<file path="config.mk">
export PLATFORM = sky130hd
export DESIGN_NAME = seq_alu
export DESIGN_NICKNAME = d
export VERILOG_FILES = /design/src/rtl/seq_alu_pkg.sv /design/src/rtl/seq_alu_alu_comb.sv /design/src/rtl/seq_alu.sv
export SDC_FILE = /design/constraint.sdc
export NUM_CORES = 1
export LEC_CHECK = 0
export CAP_MARGIN = 20
export CORE_MARGIN = 1
export CORE_UTILIZATION = 45
export CTS_CLUSTER_SIZE = 40
export DETAILED_ROUTE_END_ITERATION = 10
export GPL_TIMING_DRIVEN = 0
export PLACE_DENSITY = 0.7
export SLEW_MARGIN = 15
export SYNTH_ARGS = -nofsm -noshare
export SYNTH_HDL_FRONTEND = slang
export SYNTH_SLANG_ARGS = --single-unit
</file>
<file path="constraint.sdc">
create_clock -name clk -period 3.3 [get_ports clk]
set_input_delay 0.99 -clock clk [delete_from_list [all_inputs] [get_ports clk]]
set_output_delay 0.99 -clock clk [all_outputs]
set_load 0.1 [all_outputs]
</file>
<file path="src/rtl/seq_alu_pkg.sv">
// Shared definitions for the sequential ALU: op codes and FSM states.
package seq_alu_pkg;

    localparam logic [2:0] OP_ADD    = 3'b000;
    localparam logic [2:0] OP_SUB    = 3'b001;
    localparam logic [2:0] OP_AND    = 3'b010;
    localparam logic [2:0] OP_OR     = 3'b011;
    localparam logic [2:0] OP_XOR    = 3'b100;
    localparam logic [2:0] OP_MUL    = 3'b101;
    localparam logic [2:0] OP_PASS_A = 3'b110;
    localparam logic [2:0] OP_ILL    = 3'b111;

    typedef enum logic [1:0] {
        ST_IDLE,
        ST_BUSY,
        ST_DONE
    } state_t;

endpackage

</file>
<file path="src/rtl/seq_alu_alu_comb.sv">
// Combinational WIDTH-bit ADD/SUB/logic unit with carry and signed overflow.
// MUL and the illegal code produce all-zero outputs here.
module alu_comb
    import seq_alu_pkg::*;
#(
    parameter int WIDTH = 5
) (
    input  logic [WIDTH-1:0] i_a,
    input  logic [WIDTH-1:0] i_b,
    input  logic [2:0]       i_op,
    output logic [WIDTH-1:0] o_res,
    output logic             o_c,
    output logic             o_v
);

    logic             w_sub;
    logic [WIDTH-1:0] w_b_eff;
    logic [WIDTH:0]   w_sum;
    logic             w_ovf;

    // SUB is A + ~B + 1, so carry-out means "no borrow"
    assign w_sub   = (i_op == OP_SUB);
    assign w_b_eff = w_sub ? ~i_b : i_b;
    assign w_sum   = {1'b0, i_a} + {1'b0, w_b_eff} + {{WIDTH{1'b0}}, w_sub};
    // Same-sign operands into the adder with a differing result sign covers both ADD and SUB
    assign w_ovf   = (i_a[WIDTH-1] == w_b_eff[WIDTH-1]) && (w_sum[WIDTH-1] != i_a[WIDTH-1]);

    // Select the result for the requested op; flags only meaningful for ADD/SUB
    always_comb begin
        o_res = '0;
        o_c   = 1'b0;
        o_v   = 1'b0;
        case (i_op)
            OP_ADD, OP_SUB: begin
                o_res = w_sum[WIDTH-1:0];
                o_c   = w_sum[WIDTH];
                o_v   = w_ovf;
            end
            OP_AND:    o_res = i_a & i_b;
            OP_OR:     o_res = i_a | i_b;
            OP_XOR:    o_res = i_a ^ i_b;
            OP_PASS_A: o_res = i_a;
            default: begin
                o_res = '0;
                o_c   = 1'b0;
                o_v   = 1'b0;
            end
        endcase
    end

endmodule

</file>
<file path="src/rtl/seq_alu.sv">
// Registered ALU with valid/ready handshakes on both sides. Single-cycle
// ops complete at the accept edge; MUL runs a WIDTH-cycle shift-add loop
// that reuses the combinational adder of alu_comb.
module seq_alu
    import seq_alu_pkg::*;
#(
    parameter int WIDTH = 5,
    parameter int CNT_W = $clog2(WIDTH + 1)
) (
    input  logic             clk,
    input  logic             rst,
    input  logic             in_valid,
    output logic             in_ready,
    input  logic [WIDTH-1:0] inp_A,
    input  logic [WIDTH-1:0] inp_B,
    input  logic [2:0]       op,
    output logic             out_valid,
    input  logic             out_ready,
    output logic [WIDTH-1:0] out,
    output logic [WIDTH-1:0] out_hi,
    output logic             flag_c,
    output logic             flag_v,
    output logic             flag_z,
    output logic             flag_err
);

    state_t               r_state;
    logic [WIDTH-1:0]     r_out;
    logic [WIDTH-1:0]     r_out_hi;
    logic                 r_c;
    logic                 r_v;
    logic                 r_z;
    logic                 r_err;
    logic                 r_valid;
    logic [WIDTH-1:0]     r_mul_a;
    logic [WIDTH-1:0]     r_mul_b;
    logic [2*WIDTH-1:0]   r_acc;
    logic [CNT_W-1:0]     r_cnt;

    logic                 w_busy;
    logic                 w_in_ready;
    logic                 w_accept;
    logic [WIDTH-1:0]     w_alu_a;
    logic [WIDTH-1:0]     w_alu_b;
    logic [2:0]           w_alu_op;
    logic [WIDTH-1:0]     w_alu_res;
    logic                 w_alu_c;
    logic                 w_alu_v;
    logic [WIDTH:0]       w_hi_sum;
    logic [2*WIDTH:0]     w_acc_add;
    logic [2*WIDTH-1:0]   w_acc_next;

    assign w_busy     = (r_state == ST_BUSY);
    assign w_in_ready = (r_state == ST_IDLE) || ((r_state == ST_DONE) && out_ready);
    assign w_accept   = in_valid && w_in_ready;

    // While BUSY the adder serves the multiply: upper accumulator half + latched A
    assign w_alu_a  = w_busy ? r_acc[2*WIDTH-1:WIDTH] : inp_A;
    assign w_alu_b  = w_busy ? r_mul_a : inp_B;
    assign w_alu_op = w_busy ? OP_ADD : op;

    alu_comb #(
        .WIDTH (WIDTH)
    ) u_alu (
        .i_a   (w_alu_a),
        .i_b   (w_alu_b),
        .i_op  (w_alu_op),
        .o_res (w_alu_res),
        .o_c   (w_alu_c),
        .o_v   (w_alu_v)
    );

    // Pre-shift accumulator keeps the adder carry in its top bit, then shifts right
    assign w_hi_sum   = r_mul_b[0] ? {w_alu_c, w_alu_res} : {1'b0, r_acc[2*WIDTH-1:WIDTH]};
    assign w_acc_add  = {w_hi_sum, r_acc[WIDTH-1:0]};
    assign w_acc_next = w_acc_add[2*WIDTH:1];

    // Handshake FSM, multiply iteration and registered result/flags
    always_ff @(posedge clk) begin
        if (rst) begin
            r_state  <= ST_IDLE;
            r_out    <= '0;
            r_out_hi <= '0;
            r_c      <= 1'b0;
            r_v      <= 1'b0;
            r_z      <= 1'b0;
            r_err    <= 1'b0;
            r_valid  <= 1'b0;
            r_mul_a  <= '0;
            r_mul_b  <= '0;
            r_acc    <= '0;
            r_cnt    <= '0;
        end else begin
            case (r_state)
                ST_IDLE, ST_DONE: begin
                    if (w_accept) begin
                        if (op == OP_MUL) begin
                            r_mul_a <= inp_A;
                            r_mul_b <= inp_B;
                            r_acc   <= '0;
                            r_cnt   <= '0;
                            r_valid <= 1'b0;
                            r_state <= ST_BUSY;
                        end else begin
                            r_out    <= w_alu_res;
                            r_out_hi <= '0;
                            r_c      <= w_alu_c;
                            r_v      <= w_alu_v;
                            r_z      <= (w_alu_res == '0);
                            r_err    <= (op == OP_ILL);
                            r_valid  <= 1'b1;
                            r_state  <= ST_DONE;
                        end
                    end else if ((r_state == ST_DONE) && out_ready) begin
                        r_valid <= 1'b0;
                        r_state <= ST_IDLE;
                    end
                end
                ST_BUSY: begin
                    r_acc   <= w_acc_next;
                    r_mul_b <= r_mul_b >> 1;
                    r_cnt   <= r_cnt + CNT_W'(1);
                    if (r_cnt == CNT_W'(WIDTH - 1)) begin
                        r_out    <= w_acc_next[WIDTH-1:0];
                        r_out_hi <= w_acc_next[2*WIDTH-1:WIDTH];
                        r_c      <= 1'b0;
                        r_v      <= 1'b0;
                        r_z      <= (w_acc_next == '0);
                        r_err    <= 1'b0;
                        r_valid  <= 1'b1;
                        r_state  <= ST_DONE;
                    end
                end
                default: begin
                    r_valid <= 1'b0;
                    r_state <= ST_IDLE;
                end
            endcase
        end
    end

    assign in_ready  = w_in_ready;
    assign out_valid = r_valid;
    assign out       = r_out;
    assign out_hi    = r_out_hi;
    assign flag_c    = r_c;
    assign flag_v    = r_v;
    assign flag_z    = r_z;
    assign flag_err  = r_err;

endmodule

</file>
==> results.cfg <==
[power]
p_int_mw = 0.760
p_leak_nw = 1.23
combPwrFrac_pct = 29.2
power_density_nw_per_um2 = 380
design_power_total_mw = 1.17
p_clk_share_pct = 29.7
peakVddDrop_mv = 0.283
sw_frac_of_total_pct = 34.9
power_frac_seq_pct = 41.1
p_sw_mw = 0.408

[synth]
synthXorXnorAreaFrac_pct = 3.13
synth_edf_count = 0
yosysUniqueCellTypes = 57
synth_seq_area_share_pct = 30.2
yosys.area.top_type = dfxtp_1
synth.area.top_cells = dfxtp_1 30%, nand2_1 8.1%, ha_1 8.0%
syn-cell-area_um2 = 2520
yosysMostFrequentCell = nand2_1
ys_ff_latch = 38
synth_compound_area_share_pct = 22.6
synthMuxAreaShare_pct = 4.92
synth_top_cell_area_share_pct = 30.2
synth_flop_cell = dfxtp_1
synthArstFlopShare_pct = 0
synthSimpleGateAreaFrac_pct = 24.4
synthTopCellsByCount = 54 x nand2_1, 38 x dfxtp_1, 29 x a21oi_1
syn_avg_cell_area_um2 = 7.82
synthCells = 322
synth_nets = 356
synth_fa_ha_area_share_pct = 8.75
synth_top_family_by_area = simple AND/OR/NAND/NOR gates
yosysWarnings = 0

[placed_design]
gp_congestion = 0.946
portBuffers = 30
dp_hpwl_um = 5350
place_ws_ps = -917
dp_cells = 422
place_area_um2 = 2920

[setup_path]
cp-start-kind = input pin
worstPathMaxFanout = 7
worstReg2RegStart = r_state[1]$_SDFFE_PP0P_
r2r_slack_ps = 200
r2r_end = flag_z$_SDFFE_PP0P_
cp-end-kind = register
path_class = in -> reg
reg2regPathDepth = 11
worstPathRequired_ps = 3540
arrival_ps = 3450

[cells_and_area]
fin_util_pct = 58.7
drive_gt1_share_pct = 10.5
antenna_cells = 0
syn_to_final_growth_pct = 22.2
final_cell_area_um2 = 3080
fin_nets = 395
layout.cells.non_filler = 432

[route]
dr.pass1.iters = 4
drc = 0
via_per_inst = 5.84
ant_nets = 0
wire_per_inst_um = 16.6
vias = 2525
wirelength_um = 7190
drt-initial-drc-count = 230

[hold_path]
hold_depth = 2
min_to = out_hi[3]$_SDFFE_PP0P_
min-delay-start = out_hi[3]$_SDFFE_PP0P_
hold_path.class = reg -> reg

[die]
die-area_um2 = 5900
core_area_um2 = 5240
die_width_um = 76.8
io-pin-count = 33
fp.dieH_um = 76.8
initial_utilization_pct = 48.1
rows = 26

[timing]
timing.fmax_mhz = 311
setup_ws_ps = 88.2
tns_ps = 0
setup_violations = 0
tightestPinTransition_ps = 1010
slew_headroom_pct = 32.6
timing.final.max_slew_violations = 0
period_needed_ps = 3210
hold_viol_final = 0
fin_skew_ps = 9.64
post-route-period-util_pct = 97.3
whs_ps = 454

[global_routing]
grt_max_degree = 13
grt_pass1_vias = 2429
grt_pass1_wl_um = 12000
antenna_found_initial = 0
grt_use_total_pct = 25.7
grt_overflow = 0

[clock_network]
cts_root_buf = clkbuf_8
cts.sinks = 38
cts.clk_slew.worst_paths_ps = 80
cts.path.max_buffers = 2
cts_tree = done
clock_latency_ps = 300
htreeDepth = 2
holdBufCountCts = 0
cts_buffers = 5

[status]
outcome = finished clean

[job]
drv_cap = 0
==> worst max-delay path, stage by stage <==
cell	delay [ps]
dlygate4sd2_1	300
nor2b_1	160
a221o_1	360
a21boi_0	150
fa_2	370
a21o_1	190
a21oi_2	170
xnor2_1	130
a31o_2	290
a41o_1	220
o21ai_1	110
==> kinds of logic (layout without fill, tap and decap cells) <==
family          after synthesis  in the layout
buf+inv                      37             77
mux                          12             12
fa+ha+maj                    17             17
flops                        38             38
compound gates               82             82
simple gates                127            127
xor+xnor                      9              9
==> state kept, by name, summed over array words and instances (netlist names) <==
signal    count
out           5
flag_err      1
r_mul_b       5
r_cnt         3
flag_c        1
r_state       2
out_hi        5
r_acc         9
flag_v        1
r_mul_a       5
flag_z        1
==> repair_timing <==
action / 4_1_cts / 5_1_grt
buffers inserted: 1 / 1
setup endpoints to repair: 19 / 13
pin swaps: 1 / 1
resized for setup: 17 / 11
==> cell usage in the layout (no fill, tap or decap), types with 6 or more instances in the layout <==
cell,instances
a21o_1,8
a21oi_1,27
clkbuf_1,10
clkbuf_8,7
clkdlybuf4s50_1,25
dfxtp_1,36
ha_1,16
inv_1,16
mux2i_1,8
nand2_1,54
nand3_1,10
nor2_1,23
nor2b_1,6
xor2_1,7
==> layout make-up <==
type | count | area (µm²)
tap | 70 | 87.6
timing repair buffer | 32 | 312
clock buffer | 6 | 82.6
sequential | 38 | 766
multi-input combinational | 247 | 1650
inverter | 16 | 60.1
buffer | 21 | 111
fill | 507 | 2160
clock inverter | 2 | 12.5
==> power groups by stage <==
stage / clock (mW) / sequential [mW] / combinational (mW)
after floorplan: 0 / 0.547 / 0.179
after global placement: 0 / 0.491 / 0.320
after detailed placement: 0 / 0.491 / 0.325
after CTS: 0.350 / 0.480 / 0.331
after global routing: 0.369 / 0.482 / 0.369
final: 0.347 / 0.480 / 0.341
==> per-layer routing <==
layer	part of all wire (%)	routed length [µm]	GRT usage [%]	vias to the layer above
met3	6.6	474	5.24	21
met5	0	0	0	-
met2	46	3300	42.1	85
met1	45	3260	33.7	1204
met4	2.2	155	8.08	0
li1	-	-	-	1215
==> worst max path at each step <==
| stage | start | end | slack, ps | cells after the start |
|---|---|---|---|---|
| floorplan | op[2] | out[4]$_SDFFE_PP0P_ | 30 | 11 |
| global placement | op[0] | out[4]$_SDFFE_PP0P_ | -880 | 11 |
| detailed placement | op[0] | out[4]$_SDFFE_PP0P_ | -920 | 11 |
| CTS | out_ready | in_ready | 5 | 4 |
| global route | op[0] | flag_z$_SDFFE_PP0P_ | -10 | 11 |
| finish | op[0] | flag_z$_SDFFE_PP0P_ | 90 | 11 |
Power figures use the tool's default switching activity.
